## config.mk

```make
export PLATFORM = sky130hd
export DESIGN_NAME = we_task_sequencer
export DESIGN_NICKNAME = d
export VERILOG_FILES = /design/src/rtl/we_seq_pkg.sv /design/src/rtl/we_seq_timer.sv /design/src/rtl/we_task_sequencer.sv
export SDC_FILE = /design/constraint.sdc
export NUM_CORES = 1
export LEC_CHECK = 0
export CAP_MARGIN = 5
export CELL_PAD_IN_SITES_DETAIL_PLACEMENT = 1
export CELL_PAD_IN_SITES_GLOBAL_PLACEMENT = 2
export CORE_ASPECT_RATIO = 0.75
export CORE_MARGIN = 2
export CORE_UTILIZATION = 35
export DETAILED_ROUTE_END_ITERATION = 7
export PLACE_DENSITY_LB_ADDON = 0.1
export SLEW_MARGIN = 25
export SYNTH_ARGS = -nofsm -noshare
export SYNTH_HDL_FRONTEND = slang
export SYNTH_HIERARCHICAL = 1
export SYNTH_SLANG_ARGS = --single-unit
```

## constraint.sdc

```tcl
create_clock -name clk_512k -period 9 [get_ports clk_512k]
set_input_delay 2.25 -clock clk_512k [delete_from_list [all_inputs] [get_ports clk_512k]]
set_output_delay 2.25 -clock clk_512k [all_outputs]
set_load 0.05 [all_outputs]
```

## src/rtl/we_seq_pkg.sv

```systemverilog
// rtl/we_seq_pkg.sv - shared widths and state encodings for the WETOP task sequencer
package we_seq_pkg;

  localparam int RUN_W_DEF   = 16;
  localparam int TIME_W_DEF  = 32;
  localparam int SEQ_STATE_W = 3;

  // State encodings are exported on seq_state, so their values are fixed
  localparam logic [2:0] S_IDLE      = 3'd0;
  localparam logic [2:0] S_CFG       = 3'd1;
  localparam logic [2:0] S_WAIT_SPI  = 3'd2;
  localparam logic [2:0] S_TASK      = 3'd3;
  localparam logic [2:0] S_WAIT_TASK = 3'd4;
  localparam logic [2:0] S_GAP       = 3'd5;
  localparam logic [2:0] S_HOLD      = 3'd6;
  localparam logic [2:0] S_ERR       = 3'd7;

endpackage

```

## src/rtl/we_seq_timer.sv

```systemverilog
// rtl/we_seq_timer.sv - clearable up-counter with terminal-compare flag
module we_seq_timer
  import we_seq_pkg::*;
#(
  parameter int TIME_W = TIME_W_DEF
) (
  input  logic              clk_i,
  input  logic              rst_i,
  input  logic              clr_i,
  input  logic              en_i,
  input  logic [TIME_W-1:0] term_i,
  output logic              hit_o
);

  logic [TIME_W-1:0] cnt_q;
  logic [TIME_W-1:0] cnt_d;

  // Clear wins over count; the counter wraps silently (callers bound it)
  always_comb begin
    cnt_d = cnt_q;
    if (clr_i) begin
      cnt_d = '0;
    end else if (en_i) begin
      cnt_d = cnt_q + TIME_W'(1);
    end
  end

  // Count register
  always_ff @(posedge clk_i) begin
    if (rst_i) begin
      cnt_q <= '0;
    end else begin
      cnt_q <= cnt_d;
    end
  end

  assign hit_o = (cnt_q == term_i);

endmodule

```

## src/rtl/we_task_sequencer.sv

```systemverilog
// rtl/we_task_sequencer.sv - multi-run config/task scheduler for WETOP; WE_SEQ_TIMEOUT_EN adds wait timeouts
module we_task_sequencer
  import we_seq_pkg::*;
#(
  parameter int RUN_W  = RUN_W_DEF,
  parameter int TIME_W = TIME_W_DEF
) (
  input  logic                   clk_512k,
  input  logic                   rst,
  input  logic                   start,
  input  logic                   abort,
  input  logic [RUN_W-1:0]       n_runs,
  input  logic [TIME_W-1:0]      t_gap,
  input  logic                   cfg_once,
  input  logic                   done_spi,
  input  logic                   done_task,
  input  logic                   full_ppfifo,
`ifdef WE_SEQ_TIMEOUT_EN
  input  logic [TIME_W-1:0]      t_timeout,
  output logic                   err_timeout,
`endif
  output logic                   trigger_config,
  output logic                   trigger_task,
  output logic                   busy,
  output logic                   seq_done,
  output logic [RUN_W-1:0]       run_idx,
  output logic [SEQ_STATE_W-1:0] seq_state
);

  logic [2:0]        state_q;
  logic [2:0]        state_d;
  logic [RUN_W-1:0]  run_idx_q;
  logic [RUN_W-1:0]  run_idx_d;
  logic              seq_done_q;
  logic              seq_done_d;
  logic [RUN_W-1:0]  n_runs_q;
  logic [TIME_W-1:0] t_gap_q;
  logic              cfg_once_q;
  logic              spi_prev_q;
  logic              task_prev_q;
  logic              spi_rise;
  logic              task_rise;
  logic              accept;
  logic              tmo_hit;
  logic              tmr_clr;
  logic              tmr_en;
  logic              tmr_hit;
  logic [TIME_W-1:0] tmr_term;

  assign spi_rise  = done_spi  & ~spi_prev_q;
  assign task_rise = done_task & ~task_prev_q;

  // Previous-cycle levels of the WETOP done flags for rising-edge detection
  always_ff @(posedge clk_512k) begin
    if (rst) begin
      spi_prev_q  <= 1'b0;
      task_prev_q <= 1'b0;
    end else begin
      spi_prev_q  <= done_spi;
      task_prev_q <= done_task;
    end
  end

  // Sequencing decisions; abort overrides everything computed for this cycle
  always_comb begin
    state_d    = state_q;
    run_idx_d  = run_idx_q;
    seq_done_d = 1'b0;
    accept     = 1'b0;
    case (state_q)
      S_IDLE: begin
        if (start) begin
          accept    = 1'b1;
          run_idx_d = '0;
          if (n_runs == '0) begin
            seq_done_d = 1'b1;
          end else begin
            state_d = S_HOLD;
          end
        end
      end
      S_HOLD: begin
        if (!full_ppfifo) begin
          state_d = ((run_idx_q == '0) || !cfg_once_q) ? S_CFG : S_TASK;
        end
      end
      S_CFG: state_d = S_WAIT_SPI;
      S_WAIT_SPI: begin
        if (spi_rise) begin
          state_d = S_TASK;
        end else if (tmo_hit) begin
          state_d = S_ERR;
        end
      end
      S_TASK: state_d = S_WAIT_TASK;
      S_WAIT_TASK: begin
        if (task_rise) begin
          if (run_idx_q == n_runs_q - RUN_W'(1)) begin
            seq_done_d = 1'b1;
            state_d    = S_IDLE;
          end else begin
            run_idx_d = run_idx_q + RUN_W'(1);
            state_d   = (t_gap_q == '0) ? S_HOLD : S_GAP;
          end
        end else if (tmo_hit) begin
          state_d = S_ERR;
        end
      end
      S_GAP: begin
        if (tmr_hit) begin
          state_d = S_HOLD;
        end
      end
`ifdef WE_SEQ_TIMEOUT_EN
      S_ERR: state_d = S_ERR;
`endif
      default: state_d = S_IDLE;
    endcase
    if (abort) begin
      state_d    = S_IDLE;
      run_idx_d  = run_idx_q;
      seq_done_d = 1'b0;
      accept     = 1'b0;
    end
  end

  // State, run index and completion pulse
  always_ff @(posedge clk_512k) begin
    if (rst) begin
      state_q    <= S_IDLE;
      run_idx_q  <= '0;
      seq_done_q <= 1'b0;
    end else begin
      state_q    <= state_d;
      run_idx_q  <= run_idx_d;
      seq_done_q <= seq_done_d;
    end
  end

  // Settings are captured only when a start is accepted
  always_ff @(posedge clk_512k) begin
    if (rst) begin
      n_runs_q   <= '0;
      t_gap_q    <= '0;
      cfg_once_q <= 1'b0;
    end else if (accept) begin
      n_runs_q   <= n_runs;
      t_gap_q    <= t_gap;
      cfg_once_q <= cfg_once;
    end
  end

  // One timer serves GAP and both waits; it restarts on every state change
  assign tmr_clr = (state_d != state_q);
  assign tmr_en  = (state_q == S_GAP) || (state_q == S_WAIT_SPI) || (state_q == S_WAIT_TASK);

`ifdef WE_SEQ_TIMEOUT_EN
  logic [TIME_W-1:0] t_timeout_q;
  logic              err_q;

  assign tmr_term = (state_q == S_GAP) ? (t_gap_q - TIME_W'(1)) : (t_timeout_q - TIME_W'(1));
  assign tmo_hit  = (t_timeout_q != '0) && tmr_hit && (state_q != S_GAP);

  // Timeout limit latched with the settings; sticky error cleared by the next accepted start
  always_ff @(posedge clk_512k) begin
    if (rst) begin
      t_timeout_q <= '0;
      err_q       <= 1'b0;
    end else if (accept) begin
      t_timeout_q <= t_timeout;
      err_q       <= 1'b0;
    end else if ((state_d == S_ERR) && (state_q != S_ERR)) begin
      err_q <= 1'b1;
    end
  end

  assign err_timeout = err_q;
`else
  assign tmr_term = t_gap_q - TIME_W'(1);
  assign tmo_hit  = 1'b0;
`endif

  we_seq_timer #(
    .TIME_W (TIME_W)
  ) u_timer (
    .clk_i  (clk_512k),
    .rst_i  (rst),
    .clr_i  (tmr_clr),
    .en_i   (tmr_en),
    .term_i (tmr_term),
    .hit_o  (tmr_hit)
  );

  assign trigger_config = (state_q == S_CFG);
  assign trigger_task   = (state_q == S_TASK);
  assign busy           = (state_q != S_IDLE);
  assign seq_done       = seq_done_q;
  assign run_idx        = run_idx_q;
  assign seq_state      = state_q;

endmodule

```

==> impl_metrics.json <==
{
  "synth_top_family_by_area": "simple AND/OR/NAND/NOR gates",
  "yosys_most_used_dff": "dfxtp_1",
  "cts_resized": 0,
  "core_area_um2": 17500,
  "grt_usage_pct": 22.3,
  "maxCapViolCount": 0,
  "post_cts_buffers": 0,
  "initial_core_util_pct": 35.5,
  "r2r-start": "t_gap_q[2]$_SDFFE_PP0P_",
  "p_total_w": 0.00114,
  "synth_cell_types": 67,
  "crit_slowest_cell": "or4_1",
  "fin_hold_ws_ps": 483,
  "areaGrowthSynthToFinish_pct": 18.9,
  "slew_viol_final": 0,
  "synth.area.top_cells": "dfxtp_1 (33%), xor2_1 (9.4%), nand2_1 (8.5%), a21oi_1 (5.8%), nor2_1 (3.1%)",
  "hold_depth": 2,
  "crit_type": "in -> reg",
  "hold_start": "n_runs_q[15]$_SDFFE_PP0P_",
  "avgViaCountPerCell": 5.51,
  "dp_hpwl_mm": 15.3,
  "synthesis.area_um2": 6220,
  "p_switching_w": 0.000370,
  "die-area_um2": 18900,
  "power.leakage_nw": 2.68,
  "pwr-share-comb_pct": 23.7,
  "clk_latency_ps": 360,
  "cts_buffers": 9,
  "ir_drop_mv": 0.0722,
  "crit_path_max_incr_delay_ps": 550,
  "clkPwrFrac_pct": 33.0,
  "reg2reg_to": "u_timer/cnt_q[27]$_SDFFE_PP0P_",
  "outcome": "complete, no violations",
  "cts_buffer_depth": 2,
  "switching_share_pct": 32.5,
  "reg2reg_depth": 21,
  "dpl_cell_area_um2": 7130,
  "drc": 0,
  "synth_simple_gate_area_share_pct": 32.0,
  "seqPwrFrac_pct": 43.3,
  "ys_warn_count": 6,
  "cp-start-kind": "input port",
  "async_reset_ff_share_pct": 0,
  "place.gp.congestion": 0.846,
  "r2r_slack_ps": 3900,
  "post-route-period-util_pct": 56.9,
  "overflow": 0,
  "yosys.area_share.xor_xnor_pct": 12.3,
  "grt_max_degree": 63,
  "synth_seq_cells": 103,
  "whs_endpoint": "n_runs_q[15]$_SDFFE_PP0P_",
  "pin_count": 79,
  "crit_fanout": 31,
  "synthesis.instances": 788,
  "nets": 898,
  "io_buffers": 78,
  "fp.dieW_um": 158,
  "antenna_found_initial": 0,
  "synth_top_area_cell": "dfxtp_1",
  "root_buffer": "clkbuf_16",
  "cp.arrival_ps": 5420,
  "fmax_ghz": 0.195,
  "synthMuxAreaShare_pct": 0.644,
  "worst_setup_path_end_kind": "flip-flop",
  "synth_compound_area_share_pct": 16.6,
  "rsz0062_at_grt": "no",
  "wl_per_cell_um": 18.6,
  "final_antenna_net_count": 0,
  "yosys.area.top_type_share_pct": 33.2,
  "first_iter_violations": 501,
  "cts.htree.levels": 3,
  "syn_avg_cell_area_um2": 7.89,
  "hp-class": "reg -> reg",
  "max_slew_margin_pct": 37.5,
  "cp.required_ps": 9310,
  "holdBufCountCts": 0,
  "drt_wl_total_mm": 20.1,
  "path_cells": "clkdlybuf4s50_1 > or3_1 > or3_1 > or4_1 > nand3_1 > mux2i_1 > nand3_1 > or2_0 > buf_4 > nor2_1 > a41o_1",
  "utilization_pct": 42.2,
  "powerDensity_nw_per_um2": 154,
  "synth_nets": 849,
  "worst_pin_slew_ps": 931,
  "first_pass_iters": 5,
  "layout_min_cycle_time_ps": 5120,
  "grt_pass1_wl_mm": 32.6,
  "skew_ps": 10.1,
  "setup-tns-final_ps": 0,
  "grt_pass1_vias": 6027,
  "p_int_w": 0.000768,
  "final_area_um2": 7390,
  "dieHeight_um": 119,
  "synth_adder_area_share_pct": 1.01,
  "synth_edf_count": 0,
  "cts_tree": "yes",
  "numClockSinks": 103,
  "rows": 42,
  "hold_viol_final": 0,
  "drive_gt1_share_pct": 6.42,
  "synth_seq_area_share_pct": 33.2,
  "num_vias": 5971,
  "clk_pin_slew_ps": 70,
  "antenna_cells": 0,
  "setup_viol_count_final": 0
}
## sequential cells by signal (all words and copies together) (netlist names)
name / cells
seq_done: 1
u_timer/cnt_q: 32
spi_prev_q: 1
task_prev_q: 1
seq_state: 3
t_gap_q: 32
cfg_once_q: 1
run_idx: 16
n_runs_q: 16
## Yosys cell counts, types with 3 or more instances
cell and count:
nand2_1 140, dfxtp_1 103, a21oi_1 72, xor2_1 67
nor2_1 52, clkbuf_1 36, nand3_1 24, nor4_1 23
or3_1 20, or4_1 20, xnor2_1 20, nor3_1 19
inv_1 17, nand4_1 16, o31ai_1 15, o21ai_0 11
and3_1 9, a21oi_2 7, and4_1 7, nor2b_1 7
o21ai_2 7, nand2b_1 6, nor3b_1 6, a31oi_1 5
and2_1 5, buf_6 5, ha_1 5, o21ai_1 5
mux2i_1 4, a2111o_1 3, a41o_1 3, nor4b_1 3
o21bai_1 3
## power by group through the flow
stage          logic [W]  clock network, W  registers (W)
3_3_place_gp    0.000261                 0       0.000502
2_1_floorplan   0.000190                 0       0.000497
5_1_grt         0.000299          0.000403       0.000496
6_report        0.000270          0.000375       0.000493
3_5_place_dp    0.000270                 0       0.000504
4_1_cts         0.000271          0.000382       0.000493
## routing by layer
layer	GRT usage (%)	wire length (um)	share of wire [%]	up-vias
li1	-	-	-	2897
met1	35.3	10700	53	2886
met2	30.5	8070	40	164
met3	3.93	1050	5.2	24
met4	5.68	279	1.4	0
met5	0	0	0	-
## cells in the final DEF (no fill, tap or decap), types with 9 or more instances in the layout
master	netlist	layout
nand4_1	16	16
inv_1	17	17
nand3_1	24	24
xnor2_1	20	20
xor2_1	67	67
o31ai_1	15	15
a21oi_1	72	72
nor2_1	52	51
and3_1	9	9
dfxtp_1	103	103
or3_1	20	20
or4_1	20	20
nand2_1	140	140
clkbuf_16	0	9
o21ai_0	11	11
nor3_1	19	19
clkdlybuf4s50_1	0	77
nor4_1	23	23
## layout make-up
class | instances | area, um2
Clock buffer | 11 | 233
Timing Repair Buffer | 82 | 806
Clock inverter | 4 | 31.3
Tap cell | 242 | 303
Multi-Input combinational cell | 624 | 3890
Sequential cell | 103 | 2060
Fill cell | 2108 | 10100
Inverter | 17 | 63.8
## cells by family (layout without fill, tap and decap cells)
group / after synthesis / count (layout)
compound gates: 152 / 152
xor+xnor: 87 / 87
fa+ha+maj: 5 / 5
buf+inv: 61 / 114
flops: 103 / 103
mux: 4 / 4
simple gates: 376 / 376
## per-stage QoR
step	cells	worst slack (ps)
global route	1083	3420
finish	1083	3880
floorplan	788	4240
global placement	1068	3620
detailed placement	1068	3560
CTS	1083	3900
## worst max-delay path: cells and delay by family
family / cells / cell delay [ps]
multiplexers: 1 / 190
AO/OA/AOI/OAI: 1 / 180
buffers and inverters: 2 / 780
AND/OR/NAND/NOR: 7 / 2020
## worst max path at each step
stage	from	end	cells past startpoint
after CTS	t_gap_q[2]$_SDFFE_PP0P_	u_timer/cnt_q[27]$_SDFFE_PP0P_	21
after detailed placement	abort	u_timer/cnt_q[27]$_SDFFE_PP0P_	11
after global placement	abort	u_timer/cnt_q[27]$_SDFFE_PP0P_	11
after floorplan	abort	u_timer/cnt_q[10]$_SDFFE_PP0P_	10
final	abort	u_timer/cnt_q[27]$_SDFFE_PP0P_	11
after global routing	t_gap_q[5]$_SDFFE_PP0P_	u_timer/cnt_q[27]$_SDFFE_PP0P_	21
(Power assumes the default switching activity.)
==> RTL edit (config.mk and constraints unchanged) <==
Build with the macro `WE_SEQ_TIMEOUT_EN` defined.
--- a/src/rtl/we_task_sequencer.sv
+++ b/src/rtl/we_task_sequencer.sv
@@ -1,2 +1,4 @@
 // rtl/we_task_sequencer.sv - multi-run config/task scheduler for WETOP; WE_SEQ_TIMEOUT_EN adds wait timeouts
+`define WE_SEQ_TIMEOUT_EN
+
 module we_task_sequencer
Ports: changed (added err_timeout and t_timeout); port bits go from 79 to 112. No check against the original RTL was run, so the function may have changed too.
==> RTL edit against the unedited design <==
- first-iteration DRC count increased by 6.4%
- clock power increased by 94%
- final area increased by 32%
- fmax decreased by 26%
- worst setup slack got worse by 1.8 ns
- total power increased by 50%
- synthesized area increased by 26%
- clock skew about the same
- sequential cell count increased by 33
- wire length increased by 36%
- highest routed layer unchanged
- utilization increased by 1.8 points
==> RTL edit: results <==
export IMPL_total_leakage_power_nw=3.440
export IMPL_yosysSeqAreaShare_pct=34.66
export IMPL_power_clock_fraction_pct=42.5
export IMPL_num_antenna_cells=0
export IMPL_hold_path_startpoint="t_timeout_q[16]"
export IMPL_r2r_slack_ns=2.04
export IMPL_startpoint="seq_state[2]"
export IMPL_dominantRegCellSynth="sky130_fd_sc_hd__dfxtp_1"
export IMPL_io_buffer_count=111
export IMPL_crit_reg2reg_launch="seq_state[2]"
export IMPL_combinationalPowerShare_pct=19.3
export IMPL_worst_skew_pair_late_latency_ns=0.44
export IMPL_antenna_violations_before_repair=0
export IMPL_worst_setup_hold_path_clk_slew_ns=0.07
export IMPL_crit_fanout=31
export IMPL_timing_hold_worst_path_depth=2
export IMPL_cts_resized=0
export IMPL_grt_first_pass_wirelength_um=42440
export IMPL_power_clock_uw=727
export IMPL_post_synth_most_frequent_cells="sky130_fd_sc_hd__nand2_1, sky130_fd_sc_hd__dfxtp_1, sky130_fd_sc_hd__a21oi_1"
export IMPL_grt_max_degree=85
export IMPL_worst_hold_path_type="flop to flop"
export IMPL_synthesis_nets=1122
export IMPL_async_flop_share_pct=0
export IMPL_ff2ff_path_depth=23
export IMPL_number_of_global_route_vias_before_repair=7320
export IMPL_drt_wirelength_per_cell_um=19.35
export IMPL_cts_inserted_buffers=17
export IMPL_synth_warning_count=6
export IMPL_hold_viol_final=0
export IMPL_maximum_ir_drop_on_the_vdd_rail_mv=0.1409
export IMPL_place_hpwl_um=20660
export IMPL_placed_cell_area_um2=9123
export IMPL_biggestRegsByFlops="t_gap_q: 32 flops, t_timeout_q: 32 flops, u_timer/cnt_q: 32 flops"
export IMPL_track_usage_pct=23.54
export IMPL_final_nets=1197
export IMPL_synth_top_cells_by_area="sky130_fd_sc_hd__dfxtp_1, sky130_fd_sc_hd__nand2_1, sky130_fd_sc_hd__a21oi_1"
export IMPL_cell_internal_pwr_mw=1.198
export IMPL_postCtsSetupBuffers=0
export IMPL_finalWeightedCongestion=0.8542
export IMPL_hold_end="t_timeout_q[16]"
export IMPL_endpoint_arrival_time_on_the_critical_path_ns=7.29
export IMPL_detailroute_via_count=7703
export IMPL_drt_first_pass_iters=5
export IMPL_cts_path_max_buffers=2
export IMPL_yosys_cell_types_count=61
export IMPL_detailedRoute_firstIterationViolations=533
export IMPL_h_tree_depth=4
export IMPL_critical_path_reg2reg_endpoint="u_timer/cnt_q[27]"
export IMPL_status="completed"
export IMPL_place_ws_ns=2.133
export IMPL_tightestPinTransition_ns=0.9278
export IMPL_drive_above_1_share_pct=4.839
export IMPL_clk_root_buffer_cell="sky130_fd_sc_hd__clkbuf_16"
export IMPL_fin_skew_ns=0.01047
==> RTL edit: layout make-up <==
type | instances | area [um2]
Timing Repair Buffer | 117 | 1151
Clock buffer | 17 | 425.4
Inverter | 21 | 78.83
Multi-Input combinational cell | 811 | 4802
Tap cell | 294 | 367.9
Fill cell | 2708 | 12330
Clock inverter | 14 | 175.2
Sequential cell | 136 | 2723
==> RTL edit: through the flow <==
stage	util (%)	cells	hold slack, ns
finish	44.09	1410	0.4694
floorplan	-	1029	0.4362
global placement	41.37	1379	0.4620
global route	44.09	1410	0.5006
detailed placement	41.37	1379	0.4643
CTS	44.09	1410	0.4731
==> RTL edit: kinds of logic after synthesis <==
group,Yosys count,synth area share (%)
AOI/OAI and AO/OA,199,15.48
xor gates and xnor gates,96,10.70
muxes,33,4.252
adders and majority gates,5,0.7963
DFF,136,34.66
buffers and inverters,82,4.300
and+or+nand+nor,478,29.81
==> RTL edit: worst max-delay path by stage <==
stage          depth (start not counted)  slack (ns)           endpoint
2_1_floorplan                         27        2.51  u_timer/cnt_q[10]
3_3_place_gp                          23        2.39  u_timer/cnt_q[16]
3_5_place_dp                          23        2.13  u_timer/cnt_q[27]
4_1_cts                               23        2.11  u_timer/cnt_q[27]
5_1_grt                               23        1.50  u_timer/cnt_q[16]
6_report                              23        2.04  u_timer/cnt_q[27]
==> RTL edit: worst max-delay path, cell delays in order (launching register included) <==
cell	delay (ns)
sky130_fd_sc_hd__dfxtp_1	0.65
sky130_fd_sc_hd__and3b_2	0.77
sky130_fd_sc_hd__buf_4	0.36
sky130_fd_sc_hd__mux2i_1	0.59
sky130_fd_sc_hd__o21ai_0	0.26
sky130_fd_sc_hd__nor4_1	0.61
sky130_fd_sc_hd__nand4_1	0.29
sky130_fd_sc_hd__nor2_1	0.19
sky130_fd_sc_hd__xnor2_1	0.14
sky130_fd_sc_hd__mux2i_1	0.10
sky130_fd_sc_hd__xor2_1	0.17
sky130_fd_sc_hd__nor4_1	0.23
sky130_fd_sc_hd__nand4_1	0.12
sky130_fd_sc_hd__nor2_1	0.21
sky130_fd_sc_hd__o41ai_2	0.16
sky130_fd_sc_hd__or3b_2	0.46
sky130_fd_sc_hd__a31oi_1	0.24
sky130_fd_sc_hd__o22ai_1	0.14
sky130_fd_sc_hd__a21o_1	0.20
sky130_fd_sc_hd__o211ai_1	0.12
sky130_fd_sc_hd__or2_0	0.15
sky130_fd_sc_hd__buf_4	0.33
sky130_fd_sc_hd__nor2_1	0.08
sky130_fd_sc_hd__a41o_1	0.24
==> RTL edit: layer usage <==
metal  vias up  wire length [um]  track usage (%)
met2       160             10160            29.31
met3        28              1304            4.909
met4         0               370            7.392
met1      3710             15440            38.49
li1       3805                 -                -
met5         -                 0                0
